**config.mk**
```make
export PLATFORM = sky130hd
export DESIGN_NAME = bus_transition_counter
export DESIGN_NICKNAME = d
export VERILOG_FILES = /design/src/rtl/peecc_pkg.sv /design/src/rtl/bus_activity_calc.sv /design/src/rtl/bus_transition_counter.sv
export SDC_FILE = /design/constraint.sdc
export NUM_CORES = 1
export LEC_CHECK = 0
export ABC_AREA = 1
export ABC_CLOCK_PERIOD_IN_PS = 16000
export CORE_ASPECT_RATIO = 0.8
export CORE_MARGIN = 2
export CORE_UTILIZATION = 50
export DETAILED_ROUTE_END_ITERATION = 7
export PLACE_DENSITY = 0.73
export SYNTH_ARGS = -nofsm -noshare
export SYNTH_HDL_FRONTEND = slang
export SYNTH_HIERARCHICAL = 1
export SYNTH_SLANG_ARGS = --single-unit
```
**constraint.sdc**
```tcl
create_clock -name clk -period 16 [get_ports clk]
set_clock_uncertainty 0.1 [all_clocks]
set_input_delay 3.2 -clock clk [delete_from_list [all_inputs] [get_ports clk]]
set_output_delay 3.2 -clock clk [all_outputs]
set_load 0.03 [all_outputs]
```
**src/rtl/peecc_pkg.sv**
```systemverilog
`default_nettype none
// ============================================================================
//  Module      : peecc_pkg
//  Description : Shared definitions for the PEECC link pipeline: default bus
//                and accumulator widths, and the transition-counter FSM
//                state encoding.
//  Revision    : 1.0 - initial release
// ============================================================================
package peecc_pkg;

    // Encoded bus width (data plus check bits) and accumulator width
    localparam int DEF_WIDTH = 38;
    localparam int DEF_CNT_W = 32;

    // Transition-counter states; the unused code 2'd3 recovers to IDLE
    typedef enum logic [1:0] {
        ST_IDLE   = 2'd0,
        ST_COUNT  = 2'd1,
        ST_REPORT = 2'd2,
        ST_RSVD   = 2'd3
    } tc_state_t;

endpackage : peecc_pkg
`default_nettype wire

```
**src/rtl/bus_activity_calc.sv**
```systemverilog
`default_nettype none
// ============================================================================
//  Module      : bus_activity_calc
//  Description : Combinational per-word switching metrics between two bus
//                words: self transitions (toggling wires) and coupling
//                transitions (adjacent wires toggling in opposite directions).
//  Revision    : 1.0 - initial release
// ============================================================================
module bus_activity_calc #(
    parameter int WIDTH = 38,
    parameter int SW    = $clog2(WIDTH + 1)
) (
    input  logic [WIDTH-1:0] prev,
    input  logic [WIDTH-1:0] cur,
    output logic [SW-1:0]    self_cnt,
    output logic [SW-1:0]    coup_cnt
);

    logic [WIDTH-1:0] w_diff;

    assign w_diff = prev ^ cur;

    // Popcount of toggles, and count of adjacent pairs that swap (01<->10)
    always_comb begin
        self_cnt = '0;
        coup_cnt = '0;
        for (int i = 0; i < WIDTH; i++) begin
            self_cnt = self_cnt + SW'(w_diff[i]);
        end
        for (int i = 0; i < WIDTH - 1; i++) begin
            // Both toggle and started different -> they moved in opposite directions
            if (w_diff[i] && w_diff[i+1] && (prev[i] != prev[i+1])) begin
                coup_cnt = coup_cnt + SW'(1);
            end
        end
    end

endmodule : bus_activity_calc
`default_nettype wire

```
**src/rtl/bus_transition_counter.sv**
```systemverilog
`default_nettype none
// ============================================================================
//  Module      : bus_transition_counter
//  Description : Frame-based switching-activity meter for the encoded bus.
//                Primes on the first enabled word, accumulates self and
//                coupling transitions with saturating counters, and pulses
//                result_valid for one cycle when the frame ends or aborts.
//  Revision    : 1.0 - initial release
// ============================================================================
module bus_transition_counter
    import peecc_pkg::*;
#(
    parameter int WIDTH = DEF_WIDTH,
    parameter int CNT_W = DEF_CNT_W
) (
    input  logic             clk,
    input  logic             reset_n,
    input  logic             en,
    input  logic             frame_end,
    input  logic [WIDTH-1:0] bus_in,
    output logic [CNT_W-1:0] self_count,
    output logic [CNT_W-1:0] coupling_count,
    output logic [CNT_W-1:0] word_count,
    output logic             result_valid,
    output logic             overflow
);

    localparam int c_SW = $clog2(WIDTH + 1);

    tc_state_t        r_state;
    tc_state_t        w_next_state;
    logic [WIDTH-1:0] r_prev;
    logic [CNT_W-1:0] r_self;
    logic [CNT_W-1:0] r_coup;
    logic [CNT_W-1:0] r_word;
    logic             r_overflow;

    logic [c_SW-1:0]  w_self_inc;
    logic [c_SW-1:0]  w_coup_inc;
    logic [CNT_W:0]   w_self_sum;
    logic [CNT_W:0]   w_coup_sum;
    logic [CNT_W:0]   w_word_sum;
    logic [CNT_W-1:0] w_self_sat;
    logic [CNT_W-1:0] w_coup_sat;
    logic [CNT_W-1:0] w_word_sat;
    logic             w_any_sat;

    bus_activity_calc #(
        .WIDTH (WIDTH),
        .SW    (c_SW)
    ) u_calc (
        .prev     (r_prev),
        .cur      (bus_in),
        .self_cnt (w_self_inc),
        .coup_cnt (w_coup_inc)
    );

    // Saturating adds: the extra top bit is the carry that triggers clamping
    always_comb begin
        w_self_sum = {1'b0, r_self} + (CNT_W+1)'(w_self_inc);
        w_coup_sum = {1'b0, r_coup} + (CNT_W+1)'(w_coup_inc);
        w_word_sum = {1'b0, r_word} + (CNT_W+1)'(1);
        w_self_sat = w_self_sum[CNT_W] ? '1 : w_self_sum[CNT_W-1:0];
        w_coup_sat = w_coup_sum[CNT_W] ? '1 : w_coup_sum[CNT_W-1:0];
        w_word_sat = w_word_sum[CNT_W] ? '1 : w_word_sum[CNT_W-1:0];
        w_any_sat  = w_self_sum[CNT_W] | w_coup_sum[CNT_W] | w_word_sum[CNT_W];
    end

    // State register
    always_ff @(posedge clk or negedge reset_n) begin
        if (!reset_n) begin
            r_state <= ST_IDLE;
        end else begin
            r_state <= w_next_state;
        end
    end

    // Next-state logic; en/frame_end are don't-care during REPORT
    always_comb begin
        w_next_state = ST_IDLE;
        case (r_state)
            ST_IDLE: begin
                if (en) begin
                    w_next_state = frame_end ? ST_REPORT : ST_COUNT;
                end else begin
                    w_next_state = ST_IDLE;
                end
            end
            ST_COUNT: begin
                if (!en || frame_end) begin
                    w_next_state = ST_REPORT;
                end else begin
                    w_next_state = ST_COUNT;
                end
            end
            ST_REPORT: w_next_state = ST_IDLE;
            default:   w_next_state = ST_IDLE;
        endcase
    end

    // Datapath: priming in IDLE, accumulation in COUNT, hold otherwise
    always_ff @(posedge clk or negedge reset_n) begin
        if (!reset_n) begin
            r_prev     <= '0;
            r_self     <= '0;
            r_coup     <= '0;
            r_word     <= '0;
            r_overflow <= 1'b0;
        end else begin
            if (r_state == ST_IDLE && en) begin
                r_prev     <= bus_in;
                r_self     <= '0;
                r_coup     <= '0;
                r_word     <= CNT_W'(1);
                r_overflow <= 1'b0;
            end else if (r_state == ST_COUNT && en) begin
                r_prev     <= bus_in;
                r_self     <= w_self_sat;
                r_coup     <= w_coup_sat;
                r_word     <= w_word_sat;
                r_overflow <= r_overflow | w_any_sat;
            end
        end
    end

    assign self_count     = r_self;
    assign coupling_count = r_coup;
    assign word_count     = r_word;
    assign overflow       = r_overflow;
    assign result_valid   = (r_state == ST_REPORT);

endmodule : bus_transition_counter
`default_nettype wire

```
Word-level counts from Yosys, hierarchy flattened
Cells that the tools add are included.

Flip-flop bits (word level): 137. Latch bits: 0. Memory bits (writable): 0. Memory bits (read-only): 0. Output and inout bits: 98. Memories: 0.

$add $sub $neg: 76. $mul: 0. Divide/modulo/power cells: 0. Magnitude comparators: 0. Equal/unequal tests: 39. Shifts and indexed selects: 0. Mux-type cells: 54. Bitwise operators: 4. Reduce and logical (&&, ||, !) cells: 80.

Operator list (number): 32-bit 2-to-1 mux (9); 6-bit by 1-bit adder with 6-bit output (36); 6-bit 2-to-1 mux (36); 6-bit by 1-bit adder with 6-bit output (second input constant) (35); 1-bit logical AND (76); 38-bit 2-to-1 mux (2); 32-bit by 6-bit adder with 33-bit output (2); 38-bit XOR (1); 1-bit inequality test (37); 32-bit by 1-bit adder with 33-bit output (second input constant) (1); 2-bit 2-to-1 mux (3); 2-bit case mux with 2 select lines (1); 1-bit 2-to-1 mux (3); 1-bit bitwise OR (3); 1-bit by 1-bit adder with 2-bit output (1); 1-bit by 1-bit adder with 2-bit output (second input constant) (1); 2-bit by 1-bit == test with 1-bit output (second input constant) (1); 2-bit == test (second input constant) (1); 2-bit logical NOT (1); 2-bit nonzero test (1); 1-bit logical NOT (1); 1-bit logical OR (1).

Logic depth before layout (Yosys ltp)
Gate-level depths: netlist of run 1.

Depth after elaboration: 82. Gate-level depth with buffers: 130.

Modules after synthesis
The synthesis of run 1 kept the hierarchy.

By module, submodules not included: bus_transition_counter (times used 1, cells an instance 1325, area an instance 8738.4 um^2, sequential area each 3428.3 um^2); bus_activity_calc (times used 1, cells an instance 1516, area an instance 7815.0 um^2, sequential area each 0.0 um^2).

Least setup slack after synthesis of run 1
OpenSTA, ideal clock, no wires.

Path type: input -> register. Start point: input bus_in[1]. End point: register r_coup[20] (netlist: coupling_count[20]). Library setup time: 0.117 ns. Arrival time: 19.301 ns. Path slack: -3.518 ns. Cell stages on the path: 115. Buffers on the path: 0. Path through: inv_1 nand2_1 nand2_1 inv_1 ha_1 nand2_1 nor2_1 ha_1 inv_1 nand2_2 nand2_2 inv_1 ha_1 inv_1 o21ai_0 ha_1 nor2_1 a31oi_1 (+79 left out) ha_1 o21ai_0 inv_1 ha_1 nand4_1 nor2_2 xnor2_1 inv_1 ha_1 nand2_1 nor2_1 nand2_1 o21ai_0 nand2_1 nand2_1 nand3_1 nand2_1 nand2_1.

Longest elaborated chain between the ends: 80. Elaborated cells on any way between the ends: 82. Classes of those cells: 37 x add/sub; 40 x mux; 1 x bitwise; 4 x reduce/logical.

RTL lines: from (decl) (line bus_transition_counter.sv:20) `input logic [WIDTH-1:0] bus_in,`; 38-bit XOR * (line bus_activity_calc.sv:21) `assign w_diff = prev ^ cur;`; 1-bit logical AND (2 in series) (line bus_activity_calc.sv:32) `if (w_diff[i] && w_diff[i+1] && (prev[i] != prev[i+1])) begin`; 1-bit 2-to-1 mux (line bus_activity_calc.sv:32); 1-bit by 1-bit adder with 2-bit output (line bus_activity_calc.sv:33) `coup_cnt = coup_cnt + SW'(1);`; 6-bit 2-to-1 mux * (line bus_activity_calc.sv:32); 6-bit by 1-bit adder with 6-bit output (line bus_activity_calc.sv:33); 6-bit 2-to-1 mux * (line bus_activity_calc.sv:32); 6-bit by 1-bit adder with 6-bit output (line bus_activity_calc.sv:33); (+64 left out); 6-bit 2-to-1 mux * (line bus_activity_calc.sv:32); 6-bit by 1-bit adder with 6-bit output (line bus_activity_calc.sv:33); 6-bit 2-to-1 mux * (line bus_activity_calc.sv:32); named net w_coup_inc[4] (line bus_transition_counter.sv:39) `logic [c_SW-1:0] w_coup_inc;`; 32-bit by 6-bit adder with 33-bit output * (line bus_transition_counter.sv:61) `w_coup_sum = {1'b0, r_coup} + (CNT_W+1)'(w_coup_inc);`; 32-bit 2-to-1 mux * (line bus_transition_counter.sv:64) `w_coup_sat = w_coup_sum[CNT_W] ? '1 : w_coup_sum[CNT_W-1:0];`; 32-bit 2-to-1 mux * (line bus_transition_counter.sv:116) `end else if (r_state == ST_COUNT && en) begin`; 32-bit 2-to-1 mux * (line bus_transition_counter.sv:110) `if (r_state == ST_IDLE && en) begin`; to (signal assigned) (line bus_transition_counter.sv:119) `r_coup <= w_coup_sat;`; to (decl) (line bus_transition_counter.sv:34) `logic [CNT_W-1:0] r_coup;`.

Mark *: on every way through the listed nets, which the timed path passes. The rest lies on a longest branch. The select of a mux whose other input is x is not followed. A chain may end at the register's enable or synchronous reset.

Final worst setup path of run 1
Start point: input bus_in[0]. End point: register r_overflow (netlist: overflow).

Longest elaborated chain between the ends: 82. Elaborated cells on any way between the ends: 120. Classes of those cells: 75 x add/sub; 39 x mux; 4 x bitwise; 2 x reduce/logical.

RTL lines: 38-bit XOR * (line bus_activity_calc.sv:21); 1-bit logical AND * (2 in series) (line bus_activity_calc.sv:32); 1-bit 2-to-1 mux * (line bus_activity_calc.sv:32); 1-bit by 1-bit adder with 2-bit output (line bus_activity_calc.sv:33); 6-bit 2-to-1 mux * (line bus_activity_calc.sv:32); 6-bit by 1-bit adder with 6-bit output (line bus_activity_calc.sv:33); 6-bit 2-to-1 mux * (line bus_activity_calc.sv:32); 6-bit by 1-bit adder with 6-bit output (line bus_activity_calc.sv:33); (+65 left out); 6-bit by 1-bit adder with 6-bit output (line bus_activity_calc.sv:33); 6-bit 2-to-1 mux * (line bus_activity_calc.sv:32); named net w_coup_inc[5] (line bus_transition_counter.sv:39); 32-bit by 6-bit adder with 33-bit output * (line bus_transition_counter.sv:61); 1-bit bitwise OR * (2 in series) (line bus_transition_counter.sv:66) `w_any_sat = w_self_sum[CNT_W] | w_coup_sum[CNT_W] | w_word_sum[CNT_W];`; 1-bit bitwise OR * (line bus_transition_counter.sv:121) `r_overflow <= r_overflow | w_any_sat;`; 1-bit 2-to-1 mux * (line bus_transition_counter.sv:116); 1-bit 2-to-1 mux * (line bus_transition_counter.sv:110); to (signal assigned) (line bus_transition_counter.sv:121); to (decl) (line bus_transition_counter.sv:36) `logic r_overflow;`.

Marked as above.

==> results.toml, run 1 <==
[status]
status = "finished, violations left"
violations = "negative setup slack"

[sta]
hold_viol = 0
slew_headroom = 0.246
worst_slack_ps = -2780
rsz0062_at_grt = "yes"
period_needed_ps = 18780
maxSlewViolCount = 0
fin_crit_sh = 1.17
worst_pin_slew_ps = 1130
fmax_ghz = 0.0532
setup_violations = 33

[setup_path]
crit_end = "overflow"
crit_path_end_kind = "register"
worstRegToRegCells = 138
cpPeakStageDelay_ps = 340
cp_common_cell = "buf_4"
slowest_stage = "ha_1"
start_kind = "input pin"
crit_fanout = 7
reg2reg_setup_slack_ps = -500
timing.rr.start = "r_prev[1]"
crit_required_ps = 16260
cp.arrival_ps = 19040
reg2reg_to = "overflow"
setup.worst_path.class = "in2reg"
timing.critical_path.from = "bus_in[0]"

[synth]
synthTopCellsByArea = "nand2_1 24%, dfrtp_1 21%, inv_1 11%"
synthesis.instances = 2841
synth_commonest_cells = "1,065 x nand2_1, 485 x inv_1, 300 x nand3_1, 258 x nor2_1, 137 x dfrtp_1"
async_flop_share = 1.00
yosysSeqAreaShare = 0.207
ys_types = 46
syn-num-nets = 2976
syn_area_per_cell_sq_um = 5.83
yosysTopAreaCell = "nand2_1"
ys_seq_elements = 137
ys_warn_count = 6
synth_edf_count = 0
ys.flop_type = "dfrtp_1"
synth_most_common_cell = "nand2_1"
yosys.area.top_type_share = 0.241
syn_area_sq_um = 16600

[finish]
drive_above_1_share = 0.205
fin_nets = 3348
num-fill-cells = 2861
antenna_cells = 0
finalInstanceArea_sq_um = 21900
area_delta_synth_final_pct = 32.0

[route]
wl_per_cell_um = 13.6
drcViolationCount = 0
met3_wirelength_um = 2620
drt-initial-drc-count = 1254
wl_met1_um = 22800
vias = 18800
dr_wl_met2_um = 23000
drtAntennaViolNets = 0
dr.pass1.iters = 5
highest_layer = "met4"
wl_um = 49600
vias_per_cell = 5.14

[clocking]
clkLatencyLatePin_ps = 430
htreeDepth = 4
cts_tree = "done"
cts_buffers = 17
cts_root_buffer = "clkbuf_16"
clockBufferDepth = 2
postCtsHoldBufs = 0
cts.sinks = 137
clk_pin_slew_worst_paths_ps = 60

[worst_hold_path]
hold_path_class = "reg2reg"

[global_routing]
antenna_found_initial = 0
grt_pass1_wl_um = 81100
overflow = 0
grt_max_degree = 100
grt_pass1_vias = 17600
track_usage = 0.276

[place]
port_buffers = 139
dpl.hpwl_um = 35800
placed_cell_area_sq_um = 20000
gp_congestion = 0.917

[die]
initial_core_util = 0.508
die_w_um = 207
core_sq_um = 32600
placementRows = 59
ios = 140
die_area_sq_um = 34600
fp.dieH_um = 167

[flow_run]
drv_cap = 0
-- repair_timing --
item                       in CTS  in global routing
setup buffers                  67                 13
gates resized for setup        62                130
gates cloned                    1                  0
setup endpoints to repair      33                 33
pin swaps                      87                101
-- critical path, delay by kind of cell --
family                     cells  cell delay, ps
xor gates and xnor gates       4             620
AOI/OAI and AO/OA              6             710
buffers and inverters         42            4990
adders and majority gates     11            2950
and+or+nand+nor               73            6550
-- per-layer routing --
layer  up-vias  track usage
li1       9541            -
met1      8595        0.379
met2       554        0.463
met3        81       0.0232
met4         0       0.0801
met5         -            0
-- registers in the layout (all words and copies together) (netlist names) --
name	flops
overflow	1
self_count	32
r_prev	38
word_count	32
coupling_count	32
r_state	2
-- stage by stage --
step	cells	setup WS [ps]	hold WS (ps)	util	TNS [ps]
floorplan	2841	-1740	342	-	-55070
global placement	3540	-3080	354	0.614	-99460
detailed placement	3540	-3730	367	0.614	-121240
CTS	3640	-2430	382	0.654	-78170
global route	3653	-3660	391	0.671	-119000
finish	3653	-2780	376	0.671	-90080
-- cell families (layout without fill, tap and decap cells) --
| group | after synthesis | count (layout) | share of synthesized area |
|---|---|---|---|
| DFF | 137 | 137 | 0.207 |
| xor gates and xnor gates | 68 | 68 | 0.0360 |
| buffers and inverters | 534 | 919 | 0.124 |
| AOI/OAI and AO/OA | 140 | 140 | 0.0508 |
| and+or+nand+nor | 1869 | 1869 | 0.498 |
| adders and majority gates | 93 | 93 | 0.0844 |
-- cell usage in the layout, fill, tap and decap left out, types with 5 or more instances in the layout --
master,Yosys,final
nand2_2,67,150
nor3_1,30,30
o21ai_1,5,23
buf_6,3,5
dfrtp_1,137,137
clkdlybuf4s50_1,0,134
or2_4,0,9
nand3b_1,32,32
fa_1,31,30
o22ai_1,5,5
inv_1,485,467
nor2_4,2,11
or2_2,14,5
xnor2_1,20,16
a211oi_1,24,24
nand3_1,300,258
nand2_1,1065,963
o21ai_0,66,33
buf_4,0,243
nor2_1,258,248
clkbuf_16,0,17
a21oi_1,15,11
ha_4,0,13
nand4_1,36,36
nor2_2,11,12
xor2_1,48,45
nand2_4,15,34
ha_1,62,49
nand3_2,30,70
o211ai_1,5,5
o21ai_2,5,18
inv_2,11,25
-- worst min-delay path by stage --
stage               start         end  cells past startpoint
2_1_floorplan  r_prev[17]  r_prev[17]                      2
3_3_place_gp   r_prev[17]  r_prev[17]                      2
3_5_place_dp   r_prev[29]  r_prev[29]                      2
4_1_cts        r_prev[29]  r_prev[29]                      2
5_1_grt        r_prev[29]  r_prev[29]                      2
6_report       r_prev[17]  r_prev[17]                      2
-- layout make-up --
cell class / instances / area, sq um / area share
clock buffers: 20 / 467 / 0.0214
clock inverters: 12 / 115 / 0.00527
inverters: 499 / 1890 / 0.0865
multi-input cells: 2170 / 12100 / 0.553
flip-flops and latches: 137 / 3430 / 0.157
well taps: 427 / 534 / 0.0245
repair buffers: 388 / 3320 / 0.152
Power of run 1 is not shown: default switching activity piles up to over one toggle a cycle in this logic, so the estimate is an artifact.
==> run 2, diff against run 1 <==
--- a/config.mk
+++ b/config.mk
@@ -6,12 +6,12 @@
 export NUM_CORES = 1
 export LEC_CHECK = 0
 export ABC_AREA = 1
-export ABC_CLOCK_PERIOD_IN_PS = 16000
+export ABC_CLOCK_PERIOD_IN_PS = 22800
 export CORE_ASPECT_RATIO = 0.8
 export CORE_MARGIN = 2
 export CORE_UTILIZATION = 50
 export DETAILED_ROUTE_END_ITERATION = 7
-export PLACE_DENSITY = 0.73
+export PLACE_DENSITY = 0.7
 export SYNTH_ARGS = -nofsm -noshare
 export SYNTH_HDL_FRONTEND = slang
 export SYNTH_HIERARCHICAL = 1
==> constraint.sdc (replaced) <==
create_clock -name clk -period 22.8 [get_ports clk]
set_clock_uncertainty 0.1 [all_clocks]
set_input_delay 4.56 -clock clk [delete_from_list [all_inputs] [get_ports clk]]
set_output_delay 4.56 -clock clk [all_outputs]
set_load 0.03 [all_outputs]
==> results.toml, run 2 (synthesis results as in run 1) <==
[status]
status = "finished, final reports clean"

[sta]
hold_viol = 0
fin_crit_sh = 0.948
slew_headroom = 0.382
worst_slack_ps = 1190
setup_violations = 0
maxSlewViolCount = 0
worst_pin_slew_ps = 927
period_needed_ps = 21610
fmax_ghz = 0.0463

[finish]
num-fill-cells = 3181
area_delta_synth_final_pct = 15.4
drive_above_1_share = 0.0760
largest_reg_flops = 38
final_common_cell = "nand2_1"
layout_common_cells = "1,054 x nand2_1, 485 x inv_1, 299 x nand3_1, 255 x nor2_1, 137 x dfrtp_1"
fin_nets = 3109
regMostFlops = "r_prev"

[setup_path]
timing.critical_path.from = "bus_in[1]"
cp.arrival_ps = 21860
reg2reg_setup_slack_ps = 5040
timing.rr.start = "r_prev[1]"
crit_required_ps = 23050
cp_common_cell = "nand2_1"
cpPeakStageDelay_ps = 320
worstRegToRegCells = 121
crit_path_end_kind = "register"
crit_end = "coupling_count[18]"
start_kind = "input pin"
slowest_stage = "or2_2"
reg2reg_to = "coupling_count[18]"
setup.worst_path.class = "in2reg"
crit_fanout = 7

[clocking]
cts_buffers = 17
htreeDepth = 4
clk_pin_slew_worst_paths_ps = 60
clockBufferDepth = 2
cts.sinks = 137
cts_root_buffer = "clkbuf_16"
clkLatencyLatePin_ps = 440
postCtsHoldBufs = 0
cts_tree = "done"

[route]
drtAntennaViolNets = 0
vias = 17400
wl_um = 46500
drcViolationCount = 0
vias_per_cell = 5.11
wl_per_cell_um = 13.6
dr.pass1.iters = 6
drt-initial-drc-count = 1258

[place]
dpl.hpwl_um = 36000
place_ws_ps = -381
gp_congestion = 0.942
port_buffers = 139

[die]
die_w_um = 207
core_sq_um = 32600
placementRows = 59
die_area_sq_um = 34600
ios = 140
initial_core_util = 0.508
fp.dieH_um = 167

[global_routing]
overflow = 0
grt_pass1_wl_um = 78400
track_usage = 0.270
grt_pass1_vias = 16100
antenna_found_initial = 1
grt_max_degree = 70

[worst_hold_path]
hold_path_class = "reg2reg"
hold_depth = 2

[flow_run]
drv_cap = 0
## run 2: cell count changes in the layout (fill, tap and decap cells not counted), moves of 15 or more
cell | previous run | this run
nand2_1 | 963 | 1054
o21ai_0 | 33 | 49
inv_2 | 25 | 10
nand2_4 | 34 | 16
inv_1 | 467 | 485
nand3_2 | 70 | 30
nand3_1 | 258 | 299
nand2_2 | 150 | 77
buf_4 | 243 | 10
## run 2: metrics by stage
step           setup TNS [ps]  instance area [sq um]  cells   util  hold WS, ps
2_1_floorplan               0                  16600   2841      -          342
3_3_place_gp                0                  18400   3378  0.564          354
3_5_place_dp            -9750                  18400   3378  0.564          362
4_1_cts                     0                  18900   3410  0.581          376
5_1_grt                 -1180                  19100   3415  0.587          386
6_report                    0                  19100   3415  0.587          372
## run 2: routing by layer
metal	GRT usage	wire, um	vias up
li1	-	-	9049
met1	0.409	23500	7879
met2	0.401	19600	471
met3	0.0409	2870	37
met4	0.0640	658	0
met5	0	0	-
## run 2: how the worst min path moves through the flow
stage	slack (ps)	from	endpoint
finish	370	r_prev[17]	r_prev[17]
global route	390	r_prev[17]	r_prev[17]
floorplan	340	r_prev[17]	r_prev[17]
global placement	350	r_prev[29]	r_prev[29]
CTS	380	r_prev[17]	r_prev[17]
detailed placement	360	r_prev[17]	r_prev[17]
## run 2: cell type report
| cell class | instances | area, sq um | area share |
|---|---|---|---|
| clock buffers | 21 | 460 | 0.0241 |
| clock inverters | 11 | 97.6 | 0.00511 |
| repair buffers | 149 | 1480 | 0.0772 |
| well taps | 427 | 534 | 0.0280 |
| inverters | 499 | 1880 | 0.0983 |
| diodes | 1 | 2.50 | 0.000131 |
| multi-input cells | 2170 | 11200 | 0.588 |
| flip-flops and latches | 137 | 3430 | 0.179 |
## run 2: critical path, delay by kind of cell
kind	cells	cell delay, ps
simple gates	60	6190
fa+ha+maj	22	5960
compound gates	17	2290
xor+xnor	12	1900
buf+inv	12	910
## run 2: what timing repair did
action                                 in CTS  in global routing
buffers inserted                            0                  4
setup endpoints to repair                   0                 33
endpoints found under the hold margin       0                  0
resized for setup                           0                 50
Power of run 2 is left out for the same reason.
==> run 3, diff against run 2 <==
--- a/config.mk
+++ b/config.mk
@@ -12,6 +12,8 @@
 export CORE_UTILIZATION = 50
 export DETAILED_ROUTE_END_ITERATION = 7
 export PLACE_DENSITY = 0.7
+export REMOVE_ABC_BUFFERS = 1
+export SLEW_MARGIN = 20
 export SYNTH_ARGS = -nofsm -noshare
 export SYNTH_HDL_FRONTEND = slang
 export SYNTH_HIERARCHICAL = 1
==> results.toml, run 3 (synthesis results as in run 1) <==
[die]
initial_core_util = 0.508
die_w_um = 207
placementRows = 59
ios = 140
die_area_sq_um = 34600
fp.dieH_um = 167
core_sq_um = 32600

[status]
status = "finished, final reports clean"

[finish]
multi_input_area_sq_um = 11200
final_common_cell = "nand2_1"
drive_above_1_share = 0.0773
layout_common_cells = "1,053 x nand2_1, 485 x inv_1, 299 x nand3_1, 256 x nor2_1, 137 x dfrtp_1"
area_delta_synth_final_pct = 15.7
regMostFlops = "r_prev"
regArea_sq_um = 3430
num-fill-cells = 3134
largest_reg_flops = 38
antenna_cells = 0
fin_nets = 3112

[route]
vias_per_cell = 5.04
wl_um = 44000
drcViolationCount = 0
wl_per_cell_um = 12.9
drtAntennaViolNets = 0
vias = 17200
dr.pass1.iters = 6
drt-initial-drc-count = 1043

[setup_path]
crit_fanout = 10
crit_path_end_kind = "register"
slowest_stage = "fa_2"
cp.arrival_ps = 21560
crit_required_ps = 22980
setup.worst_path.class = "in2reg"
cp_common_cell = "nand2_1"
worstRegToRegCells = 116
start_kind = "input pin"
cpPeakStageDelay_ps = 420

[clocking]
cts_buffers = 17
cts.sinks = 137
clockBufferDepth = 2
clkLatencyLatePin_ps = 430
clk_pin_slew_worst_paths_ps = 70
cts_tree = "done"
cts_root_buffer = "clkbuf_16"
postCtsHoldBufs = 0
htreeDepth = 4

[flow_run]
drv_cap = 0

[sta]
setup_violations = 0
fin_crit_sh = 0.938
worst_pin_slew_ps = 988
maxSlewViolCount = 0
rsz0062_at_grt = "yes"
period_needed_ps = 21380
hold_viol = 0
slew_headroom = 0.341
fmax_ghz = 0.0468
setup_tns_ps = 0

[global_routing]
grt_pass1_vias = 15900
track_usage = 0.255
grt_max_degree = 85
grt_pass1_wl_um = 74600
overflow = 0
antenna_found_initial = 0

[place]
dpl.hpwl_um = 33900
port_buffers = 139
gp_congestion = 0.964

[worst_hold_path]
hold_depth = 2
hold_path_class = "reg2reg"
## run 3: cell types whose count changed in the layout (fill, tap and decap cells not counted), moves of 2 or more
cell / delta
inv_8: +2
clkbuf_1: -2
clkinv_2: -3
inv_6: +4
buf_4: +3
a31oi_2: +2
clkinvlp_4: -2
a31oi_1: -2
## run 3: per-layer routing
metal,vias to the layer above,wire length (um),global-route usage
li1,9063,-,-
met2,345,19900,0.422
met3,38,2020,0.0400
met4,0,499,0.0516
met5,-,0,0
met1,7783,21500,0.353
## run 3: worst max-delay path, delay by kind of cell
| family | cells | cell delay, ps |
|---|---|---|
| adder cells (fa/ha/maj) | 22 | 6290 |
| AND/OR/NAND/NOR | 54 | 5720 |
| AO/OA/AOI/OAI | 21 | 2660 |
| XOR/XNOR | 9 | 1350 |
| buffers and inverters | 11 | 950 |
## run 3: cell type report
cell class              count  share of cell area
clock buffers              18              0.0229
clock inverters            13             0.00829
inverters                 499              0.0980
flip-flops and latches    137               0.179
multi-input cells        2170               0.586
well taps                 427              0.0279
repair buffers            152              0.0782
## run 3: repair_timing
action,in CTS,in global routing
setup buffers,0,7
resized for setup,0,51
setup endpoints to repair,0,33
## run 3: final timing paths
check,slack [ps],startpoint,to
max in group asynchronous,17280,reset_n,coupling_count[23]
min reg2reg,370,r_prev[29],r_prev[29]
max,1420,bus_in[1],coupling_count[11]
max reg2reg,5250,r_prev[1],coupling_count[11]
min,370,r_prev[29],r_prev[29]
min in group asynchronous,4080,reset_n,word_count[28]
## run 3: through the flow
stage,hold WS (ps),instance area (sq um),utilization,cells,setup slack (ps)
floorplan,342,16400,-,2806,1850
global route,406,19200,0.588,3416,-62.8
detailed placement,359,18400,0.564,3378,-355
global placement,354,18400,0.564,3378,366
CTS,375,19000,0.583,3409,11.8
finish,372,19200,0.588,3416,1420
Power of run 3 is left out for the same reason.
